## src/rtl/downstream_req_gen_if.sv

```systemverilog
// Update/request bus of downstream_req_gen: upstream update handshake plus the
// downstream RAM write-request handshake and FIFO occupancy.
interface downstream_req_gen_if #(
  parameter int CLIENT_W = 5,
  parameter int AMOUNT_W = 16,
  parameter int DEPTH    = 4
);
  localparam int LVL_W = $clog2(DEPTH) + 1;

  logic                in_valid;
  logic [CLIENT_W-1:0] in_client_id;
  logic [AMOUNT_W-1:0] in_amount;
  logic                in_ready;
  logic                req_valid;
  logic                req_ready;
  logic [CLIENT_W-1:0] req_wrindex;
  logic [AMOUNT_W-1:0] req_amount;
  logic                req_we;
  logic [LVL_W-1:0]    fifo_level;

  // master: the environment producing updates and consuming requests
  modport master (
    output in_valid, in_client_id, in_amount, req_ready,
    input  in_ready, req_valid, req_wrindex, req_amount, req_we, fifo_level
  );

  // slave: the request generator itself
  modport slave (
    input  in_valid, in_client_id, in_amount, req_ready,
    output in_ready, req_valid, req_wrindex, req_amount, req_we, fifo_level
  );
endinterface

```

## src/rtl/downstream_req_gen.sv

```systemverilog
// Per-client change filter feeding a small request FIFO towards a downstream RAM.
// Optional DS_DUP_CNT_EN adds a saturating count of unchanged (duplicate) updates.
module downstream_req_gen #(
  parameter int CLIENT_W = 5,
  parameter int AMOUNT_W = 16,
  parameter int DEPTH    = 4
) (
  input  logic                 clk,
  input  logic                 rst_n,
  downstream_req_gen_if.slave  bus
`ifdef DS_DUP_CNT_EN
  ,
  output logic [15:0]          dup_cnt
`endif
);

  localparam int NUM_CLIENTS = 1 << CLIENT_W;
  localparam int PTR_W       = $clog2(DEPTH);
  localparam int LVL_W       = PTR_W + 1;
  localparam logic [LVL_W-1:0] FULL_LVL = LVL_W'(DEPTH);

  // Shadow table: valid bits are reset, amounts are not
  logic [NUM_CLIENTS-1:0] shadow_valid;
  logic [AMOUNT_W-1:0]    shadow_amt [NUM_CLIENTS];

  logic [CLIENT_W-1:0]    fifo_id  [DEPTH];
  logic [AMOUNT_W-1:0]    fifo_amt [DEPTH];

  logic [PTR_W-1:0] wr_ptr_reg, wr_ptr_next;
  logic [PTR_W-1:0] rd_ptr_reg, rd_ptr_next;
  logic [LVL_W-1:0] level_reg, level_next;

  logic accept;
  logic changed;
  logic push;
  logic pop;
  logic req_valid_int;

  assign bus.in_ready = (level_reg != FULL_LVL);
  assign req_valid_int = (level_reg != '0);
  assign accept  = bus.in_valid && bus.in_ready;
  // Compare uses an asynchronous table read so the decision is made in the accept cycle
  assign changed = !shadow_valid[bus.in_client_id] ||
                   (shadow_amt[bus.in_client_id] != bus.in_amount);
  assign push    = accept && changed;
  assign pop     = req_valid_int && bus.req_ready;

  assign bus.req_valid   = req_valid_int;
  assign bus.req_we      = req_valid_int;
  assign bus.req_wrindex = req_valid_int ? fifo_id[rd_ptr_reg]  : '0;
  assign bus.req_amount  = req_valid_int ? fifo_amt[rd_ptr_reg] : '0;
  assign bus.fifo_level  = level_reg;

  genvar gi;
  generate
    for (gi = 0; gi < NUM_CLIENTS; gi++) begin : g_shadow_valid
      always_ff @(posedge clk) begin
        if (!rst_n) begin
          shadow_valid[gi] <= 1'b0;
        end else if (push && (bus.in_client_id == CLIENT_W'(gi))) begin
          shadow_valid[gi] <= 1'b1;
        end
      end
    end
  endgenerate

  always_ff @(posedge clk) begin
    if (push) begin
      shadow_amt[bus.in_client_id] <= bus.in_amount;
      fifo_id[wr_ptr_reg]          <= bus.in_client_id;
      fifo_amt[wr_ptr_reg]         <= bus.in_amount;
    end
  end

  always_comb begin
    wr_ptr_next = wr_ptr_reg;
    rd_ptr_next = rd_ptr_reg;
    level_next  = level_reg;
    if (push) begin
      wr_ptr_next = wr_ptr_reg + PTR_W'(1);
    end
    if (pop) begin
      rd_ptr_next = rd_ptr_reg + PTR_W'(1);
    end
    // Simultaneous push and pop leaves the occupancy untouched
    case ({push, pop})
      2'b10:   level_next = level_reg + LVL_W'(1);
      2'b01:   level_next = level_reg - LVL_W'(1);
      default: level_next = level_reg;
    endcase
  end

  always_ff @(posedge clk) begin
    if (!rst_n) begin
      wr_ptr_reg <= '0;
      rd_ptr_reg <= '0;
      level_reg  <= '0;
    end else begin
      wr_ptr_reg <= wr_ptr_next;
      rd_ptr_reg <= rd_ptr_next;
      level_reg  <= level_next;
    end
  end

`ifdef DS_DUP_CNT_EN
  logic [15:0] dup_cnt_reg;

  always_ff @(posedge clk) begin
    if (!rst_n) begin
      dup_cnt_reg <= '0;
    end else if (accept && !changed && (dup_cnt_reg != 16'hFFFF)) begin
      dup_cnt_reg <= dup_cnt_reg + 16'd1;
    end
  end

  assign dup_cnt = dup_cnt_reg;
`endif

endmodule

```

## src/flat_wrapper.sv

```systemverilog
// flat-port wrapper written by rule: the top's interface ports become plain ports
module downstream_req_gen_flat 
#(
  parameter int CLIENT_W = 5,
  parameter int AMOUNT_W = 16,
  parameter int DEPTH    = 4
)
  (clk, rst_n, bus_in_valid, bus_in_client_id, bus_in_amount, bus_req_ready, bus_in_ready, bus_req_valid, bus_req_wrindex, bus_req_amount, bus_req_we, bus_fifo_level);
  downstream_req_gen_if #(.CLIENT_W(CLIENT_W), .AMOUNT_W(AMOUNT_W), .DEPTH(DEPTH)) bus_i ();
  input  logic clk;
  input  logic rst_n;
  input wire logic [$bits(bus_i.in_valid)-1:0] bus_in_valid;
  input wire logic [$bits(bus_i.in_client_id)-1:0] bus_in_client_id;
  input wire logic [$bits(bus_i.in_amount)-1:0] bus_in_amount;
  input wire logic [$bits(bus_i.req_ready)-1:0] bus_req_ready;
  output wire logic [$bits(bus_i.in_ready)-1:0] bus_in_ready;
  output wire logic [$bits(bus_i.req_valid)-1:0] bus_req_valid;
  output wire logic [$bits(bus_i.req_wrindex)-1:0] bus_req_wrindex;
  output wire logic [$bits(bus_i.req_amount)-1:0] bus_req_amount;
  output wire logic [$bits(bus_i.req_we)-1:0] bus_req_we;
  output wire logic [$bits(bus_i.fifo_level)-1:0] bus_fifo_level;
  assign bus_i.in_valid = bus_in_valid;
  assign bus_i.in_client_id = bus_in_client_id;
  assign bus_i.in_amount = bus_in_amount;
  assign bus_i.req_ready = bus_req_ready;
  assign bus_in_ready = bus_i.in_ready;
  assign bus_req_valid = bus_i.req_valid;
  assign bus_req_wrindex = bus_i.req_wrindex;
  assign bus_req_amount = bus_i.req_amount;
  assign bus_req_we = bus_i.req_we;
  assign bus_fifo_level = bus_i.fifo_level;
  downstream_req_gen #(.CLIENT_W(CLIENT_W), .AMOUNT_W(AMOUNT_W), .DEPTH(DEPTH)) u_core (.clk(clk), .rst_n(rst_n), .bus(bus_i));
endmodule
```

## config.mk

```make
export PLATFORM = sky130hd
export DESIGN_NAME = downstream_req_gen_flat
export DESIGN_NICKNAME = d
export VERILOG_FILES = /design/src/rtl/downstream_req_gen_if.sv /design/src/rtl/downstream_req_gen.sv /design/src/flat_wrapper.sv
export SDC_FILE = /design/constraint.sdc
export NUM_CORES = 1
export LEC_CHECK = 0
export ABC_AREA = 0
export CAP_MARGIN = 40
export CORE_UTILIZATION = 45
export CTS_BUF_LIST = sky130_fd_sc_hd__clkbuf_8
export DETAILED_ROUTE_END_ITERATION = 8
export DONT_BUFFER_PORTS = 1
export GPL_TIMING_DRIVEN = 1
export SLEW_MARGIN = 20
export SYNTH_ARGS = -nofsm -noshare
export SYNTH_HDL_FRONTEND = slang
export SYNTH_SLANG_ARGS = --single-unit
```

## constraint.sdc

```tcl
create_clock -name clk -period 12.6 [get_ports clk]
set_clock_uncertainty 0.15 [all_clocks]
set_input_delay 0.63 -clock clk [delete_from_list [all_inputs] [get_ports clk]]
set_output_delay 0.63 -clock clk [all_outputs]
set_load 0.01 [all_outputs]
```

==> impl_results.md, run 1 <==
* Min-Delay Path Class: in -> reg
* Worst Setup End Kind: register
* Synth Area in Compound Gates at 3.919%
* Syn-to-layout area delta at 13.33%
* Largest family of logic cells by synthesized area: multiplexers
* TNS Setup at 0 ps
* Top flop regs: u_core.shadow_amt (512), u_core.fifo_amt (64), u_core.shadow_valid (32)
* DPL Wire Length at 36.62 mm
* Max FO, Critical Path at 71
* Sw power at 1.084 mW
* Min setup slack post-route at 7869 ps
* Met2 routed WL at around 31 mm
* Crit path largest cell delay at roughly 480 ps
* Bufs on Longest Clock Path at 3
* Post-Place Worst Slack at ~7400 ps
* DRT Wirelength at 64.11 mm
* CTS tree: done
* Clock Latency Late Sink at approximately 700 ps
* Final period util at 37.55%
* Post_cts resized at 0
* Area leader, netlist: edfxtp_1
* Switch share at 24.22%
* M1 WL at about 28 mm
* Comb pwr share at 10.0%
* Adder-Cell Fraction of Synth Area at 0.3270%
* Int Pwr at 3.390 mW
* Post-synthesis cell type count at 63
* Outcome: finished clean
* Pin count of the biggest net entering global routing at 193
* RD Place Congestion at roughly 0.85
* Final setup viols at 0
* Number of global-route vias before repair at 12,930
* # H-tree levels at 3
* Post-synth top flop: edfxtp_1
* Syn_nets at 1,282
* DR iter-0 viols at between 1,000 and 1,500
* CTS sink cnt at around 640
* Clk root buf: clkbuf_8
* Critical path class: reg -> reg
* Final nets at 1,377
* Area fraction of the dominant cell type after synthesis at 70.87%
* Worst-margin pin slew at 922.9 ps
* Routed len/inst at 29.51 µm
* CP Buf/Inv Count at 3
* Largest Register: u_core.shadow_amt
* Slowest cell on crit path: nor4_1
* Post-route ant nets at 0
* Top cell family by delay on the critical path: simple AND/OR/NAND/NOR gates
* Initial antenna violation count at 1
* Max reg flops at approximately 500
* Pre-Repair DR Iteration Count at 5
* Top cells by area, synth: edfxtp_1 71%, mux4_2 10%, dfxtp_1 3.3%
* Top Metal Used: met4
* Synth Cell Area at 0.02525 mm²
* Synth Area in XOR/XNOR at less than 1%
* Simple-gate share of the synthesized area at 4.078%
* CTS clk-pin slew, worst paths at 60 ps
* Critical Path AT at 5190 ps
* Core Rows at between 80 and 90
* Pwr/cell area at 156.3 mW/mm²
* I/O Buffers at 0
* GR Overflow Total at 0
* Vert. Die Dim at around 240 µm
* IO Count at 52
* Die area at 0.05707 mm²
* Max_slew headroom at roughly two fifths
* Register share of total power at between 50% and 60%
* Data required, critical path at 13,060 ps
* CP dominant cell by count: inv_1
* Avg Vias per Cell at 5.956
* Tmin final at 4731 ps
* Metal3 WL at 3.915 mm
* Syn avg cell area at 20.19 µm²
* DR vias at roughly 13,000
* # DRC at 0
* Multiplexer area fraction after synthesis at 15.22%
* Initial core utilization at 45.66%
* Seq/Total Area, Yosys at 74.12%
* Gr usage total at a little under a quarter
* Total of max-cap violations at 0
* Worst setup SP type: register
* Post-Syn Instances at 1,251
* IR drop worst, VDD at 79.84 µV
* Post-synthesis register bit count at ~640
* Core ar. at 0.05531 mm²
* Crit path cell chain: mux4_2 > mux2_2 > o22ai_1 > nor3_1 > nor4_1 > nand4_1 > nor4_2 > nor2_4 > buf_4 > inv_1 > ha_1 > inv_1 > fa_1 > xor2_1 > or3_1 > a21boi_0
* Commonest non-fill, non-tap cell in the layout: edfxtp_1
* Global-route wire length before repair at between 90 and 100 mm
* Clock power frac at 36.6%
* Number of buffers created by CTS at 102
* EDFF count, synth at roughly 600
* Die Width at between 200 and 250 µm
* Slew Limit Fails at 0
* R2r startpoint: u_core.shadow_amt[5][15]
* Commonest non-fill, non-tap cells in the layout: 596 x edfxtp_1, 115 x mux4_2, 103 x clkbuf_8
* Hold Path Origin: bus_in_client_id[4]
* RSZ-0062 raised after global routing: no
* Yosys warning total at 0
* Fmax at 211.4 MHz
* Final Hold Vio Count at 0
* Share of cells above drive strength 1 at 22.86%
* Worst Setup SP: u_core.shadow_amt[5][15]
* Leak Pwr at 9.445 nW
* Post-synth ARST share at 0%
-- routing by layer --
metal | up-vias | GRT usage [%]
met3 | 87 | 4.700
met5 | - | 0
met2 | 479 | 35.33
met1 | 6932 | 33.09
met4 | 0 | 6.915
li1 | 5439 | -
-- power by group through the flow --
stage / clock network, mW / registers [mW] / logic [mW]
after floorplan: 0 / 2.43 / 0.313
after global placement: 0 / 2.43 / 0.380
after detailed placement: 0 / 2.43 / 0.397
after CTS: 1.68 / 2.39 / 0.450
after global routing: 1.76 / 2.39 / 0.474
final: 1.64 / 2.39 / 0.449
-- Yosys cell counts, types with 5 or more instances --
| cell type | count |
|---|---|
| edfxtp_1 | 596 |
| ha_1 | 5 |
| o21ai_0 | 6 |
| clkbuf_1 | 28 |
| nor2b_1 | 5 |
| nor2_1 | 22 |
| xnor2_1 | 6 |
| and4_1 | 16 |
| nand2b_1 | 5 |
| a221oi_1 | 8 |
| buf_2 | 16 |
| mux4_1 | 14 |
| inv_1 | 9 |
| buf_6 | 10 |
| mux4_2 | 115 |
| dfxtp_1 | 41 |
| and2_1 | 41 |
| and3_1 | 19 |
| a32o_1 | 26 |
| nand3_1 | 6 |
| a22oi_1 | 16 |
| o221ai_1 | 9 |
| mux2_2 | 20 |
| nand2_1 | 30 |
| mux2i_1 | 66 |
| o22ai_1 | 10 |
| buf_1 | 8 |
| xor2_1 | 6 |
| buf_4 | 13 |
| a21oi_1 | 12 |
-- cell type report --
type | count | area, µm²
clock buffer | 103 | 1418
sequential | 637 | 18720
multi-input combinational | 528 | 6051
timing repair buffer | 68 | 1023
antenna | 2 | 5.005
inverter | 9 | 33.78
fill | 4463 | 26690
clock inverter | 77 | 434.2
tap | 748 | 935.9
-- worst paths after layout --
kind                            cells past startpoint                        to  slack (ps)
worst max-delay path                               16  u_core.bus.fifo_level[2]        7870
worst min-delay path                                2   u_core.shadow_valid[14]          70
worst max register to register                     16  u_core.bus.fifo_level[2]        7870
worst min register to register                      1    u_core.shadow_valid[7]         310
-- timing repair --
action / CTS / global route
hold buffers: 22 / 0
hold endpoints to repair: 637 / 0
buffers inserted: 0 / 0
-- kinds of logic after synthesis --
logic type,after synthesis
muxes,215
adders and majority gates,6
AOI/OAI and AO/OA,122
DFF,637
buffers and inverters,86
xor gates and xnor gates,12
and+or+nand+nor,173
-- through the flow --
step | hold slack (ps) | cells | instance area (µm²) | util [%] | power (mW)
after CTS | 6.434 | 2163 | 28510 | 51.55 | 4.516
after global routing | 39.02 | 2171 | 28620 | 51.74 | 4.628
final | 70.42 | 2172 | 28620 | 51.74 | 4.473
after global placement | 291.9 | 1929 | 25790 | 46.63 | 2.812
after detailed placement | 301.5 | 1961 | 26270 | 47.50 | 2.830
after floorplan | 286.6 | 1251 | 25250 | - | 2.740
Note: power is estimated with default switching activity, not from simulation.
==> inputs of run 2 (changes only) <==
==> constraint.sdc (replaced) <==
create_clock -name clk -period 3.8 [get_ports clk]
set_clock_uncertainty 0.15 [all_clocks]
set_input_delay 0.19 -clock clk [delete_from_list [all_inputs] [get_ports clk]]
set_output_delay 0.19 -clock clk [all_outputs]
set_load 0.01 [all_outputs]
==> run 2 against run 1 <==
  * The run now ends with setup timing left
  * Register-to-register slack worse by 8100 ps
  * Clock power grew to 3.2 times the previous value
  * Die area stayed put
  * Worst hold slack better by 6.8 ps
  * Total power grew to 3.3 times the previous value
  * Global-route usage is 0.75 points higher
  * Flip-flop and latch count stayed put
  * Cell count is 4.4% higher
  * Combinational power grew to 3.6 times the previous value
  * Design area is 3.5% higher
  * Non-clock buffer count is 92 higher
  * Critical endpoint unchanged
  * Largest power group unchanged
==> impl_results.md, run 2 (same netlist as run 1, synthesis figures left out) <==
* Total of max-cap violations at 0 (unchanged)
* Outcome: complete, but fails checks (was finished clean)
* CP Buf/Inv Count at 3 (unchanged)
* Routed len/inst at 29.06 µm (was 29.51 µm)
* Top flop regs: u_core.shadow_amt (512), u_core.fifo_amt (64), u_core.shadow_valid (32) (unchanged)
* Critical path class: reg -> reg (unchanged)
* Crit path cell chain: mux4_2 > mux2_2 > a221o_1 > and3b_1 > nor4_2 > nand4_1 > nor4_2 > buf_4 > nor2_4 > inv_1 > ha_2 > inv_1 > fa_2 > xor2_1 > or3_1 > a21boi_1 (was mux4_2 > mux2_2 > o22ai_1 > nor3_1 > nor4_1 > nand4_1 > nor4_2 > nor2_4 > buf_4 > inv_1 > ha_1 > inv_1 > fa_1 > xor2_1 > or3_1 > a21boi_0)
* Core ar. at 0.05531 mm² (unchanged)
* Pre-Repair DR Iteration Count at 5 (unchanged)
* Top cell family by delay on the critical path: simple AND/OR/NAND/NOR gates (unchanged)
* Commonest non-fill, non-tap cell in the layout: edfxtp_1 (unchanged)
* Data required, critical path at 4300 ps (was 13,060 ps)
* Critical Path AT at 4520 ps (was 5190 ps)
* Violated checks: setup timing
* Core Rows at 86 (unchanged)
* Pin count of the biggest net entering global routing at 171 (was 193)
* IO Count at 52 (unchanged)
* I/O Buffers at 0 (unchanged)
* Worst setup SP type: register (unchanged)
* Slowest cell on crit path: mux4_2 (was nor4_1)
* Gr usage total at 23.70% (was 22.95%)
* DR iter-0 viols at 1,261 (was 1,374)
* Slew Limit Fails at 0 (unchanged)
* # DRC at 0 (unchanged)
* Commonest non-fill, non-tap cells in the layout: 596 x edfxtp_1, 124 x mux4_2, 104 x clkbuf_8 (was 596 x edfxtp_1, 115 x mux4_2, 103 x clkbuf_8)
* Int Pwr at 11.11 mW (was 3.390 mW)
* Final core occ at 53.55% (was 51.74%)
* IR drop worst, VDD at 359.8 µV (was 79.84 µV)
* Initial antenna violation count at 7 (was 1)
* Final Hold Vio Count at 0 (unchanged)
* Crit path largest cell delay at 480 ps (about the same)
* CTS sink cnt at 637 (unchanged)
* Die Width at 238.9 µm (unchanged)
* GR Overflow Total at 0 (unchanged)
* Min-Delay Path Class: in -> reg (unchanged)
* Switch share at 24.76% (was 24.22%)
* CTS clk-pin slew, worst paths at 60 ps (about the same)
* Largest Register: u_core.shadow_amt (unchanged)
* Max_slew headroom at 42.63% (was 38.34%)
* Pwr/cell area at 498.4 mW/mm² (was 156.3 mW/mm²)
* DPL Wire Length at 35.63 mm (was 36.62 mm)
* Min setup slack post-route at -220.5 ps (was 7869 ps)
* DRT Wirelength at 65.91 mm (was 64.11 mm)
* Tmin final at 4020 ps (was 4731 ps)
* Sw power at 3.656 mW (was 1.084 mW)
* Clock Latency Late Sink at 740 ps (was 710 ps)
* RSZ-0062 raised after global routing: yes (was no)
* Final period util at 105.8% (was 37.55%)
* Worst Setup End Kind: register (unchanged)
* Post-Place Worst Slack at -281.4 ps (was 7447 ps)
* Worst-margin pin slew at 857.3 ps (was 922.9 ps)
* Die area at 0.05707 mm² (unchanged)
* # H-tree levels at 3 (unchanged)
* Fmax at 248.7 MHz (was 211.4 MHz)
* Comb pwr share at 10.9% (was 10.0%)
* RD Place Congestion at 0.8361 (was 0.8548)
* Number of buffers created by CTS at 104 (was 102)
* Register share of total power at 53.6% (was 53.4%)
* Bufs on Longest Clock Path at 3 (unchanged)
* Vert. Die Dim at 238.9 µm (unchanged)
* Final nets at 1,471 (was 1,377)
* Clock power frac at 35.5% (was 36.6%)
* Share of cells above drive strength 1 at 26.63% (was 22.86%)
* Post-route ant nets at 0 (unchanged)
* Number of global-route vias before repair at 13,830 (was 12,930)
* Initial core utilization at 45.66% (unchanged)
* Syn-to-layout area delta at 17.28% (was 13.33%)
* Max reg flops at 512 (unchanged)
* Clk root buf: clkbuf_8 (unchanged)
* DR vias at 13,320 (was 12,940)
* Final setup viols at 598 (was 0)
* Global-route wire length before repair at 95.57 mm (was 92.71 mm)
* Leak Pwr at 9.907 nW (was 9.445 nW)
* Avg Vias per Cell at 5.872 (was 5.956)
* Max FO, Critical Path at 2 (was 71)
* CTS tree: done (unchanged)
==> run 2: cell types whose count changed in the layout (fill, tap and decap cells not counted), moves of 9 or more <==
cell,delta
mux4_2,+9
buf_12,+36
mux4_1,-9
buf_4,+58
dlygate4sd3_1,+34
buf_8,-30
==> run 2: metal layers <==
metal	GRT usage (%)	wire length, µm	vias up
met5	0	0	-
li1	-	-	5626
met2	37.23	31620	515
met4	9.441	2038	0
met3	4.249	4535	114
met1	32.97	27710	7062
==> run 2: path summary, 6_finish.rpt <==
check                                 from                       end  slack (ps)  cells past startpoint
setup / recovery  u_core.shadow_amt[3][13]  u_core.bus.fifo_level[2]        -220                     16
setup reg to reg  u_core.shadow_amt[3][13]  u_core.bus.fifo_level[2]        -220                     16
hold / removal         bus_in_client_id[1]  u_core.shadow_amt[29][7]          80                      3
hold reg to reg    u_core.shadow_valid[26]   u_core.shadow_valid[26]         310                      1
==> run 2: metrics by stage <==
stage	hold WS, ps	instance area [µm²]	TNS [ps]	power, mW	std cells
floorplan	138.9	25270	-57.68	9.091	1251
global placement	141.4	26920	-70260	9.398	2021
detailed placement	140.7	26950	-92240	9.418	2023
CTS	13.84	29580	-35030	14.88	2264
global route	79.28	29610	-136030	15.26	2266
finish	77.20	29620	-67240	14.76	2268
==> run 2: repair_timing <==
action / in CTS / in global routing
buffers inserted: 1 / 0
endpoints found under the setup margin: 598 / 598
hold endpoints to repair: 894 / 0
hold buffers: 57 / 0
gates resized for setup: 20 / 4
pin swaps: 7 / 5
==> run 2: worst register-to-register path, stage by stage (launching register included) <==
cell      delay, ps
edfxtp_1        370
mux4_2          480
mux2_2          270
a221o_1         300
and3b_1         200
nor4_2          260
nand4_1         210
nor4_2          270
buf_4           180
nor2_4           40
inv_1            60
ha_2            170
inv_1            50
fa_2            330
xor2_1          150
or3_1           310
a21boi_1        140
==> run 2: power groups by stage <==
stage                     registers, mW  clock network, mW  logic [mW]
after floorplan                    8.05                  0        1.05
after global placement             8.06                  0        1.34
after detailed placement           8.06                  0        1.35
after CTS                          7.92               5.33        1.63
after global routing               7.93               5.62        1.71
final                              7.92               5.23        1.61
==> run 2: area by class of cell <==
type                       instances  area, µm²
antenna                            3      7.507
clock buffer                     104       1431
clock inverter                    79      361.6
fill                            4364      25690
inverter                           9      33.78
multi-input combinational        528       6140
sequential                       637      18720
tap                              748      935.9
timing repair buffer             160       1989
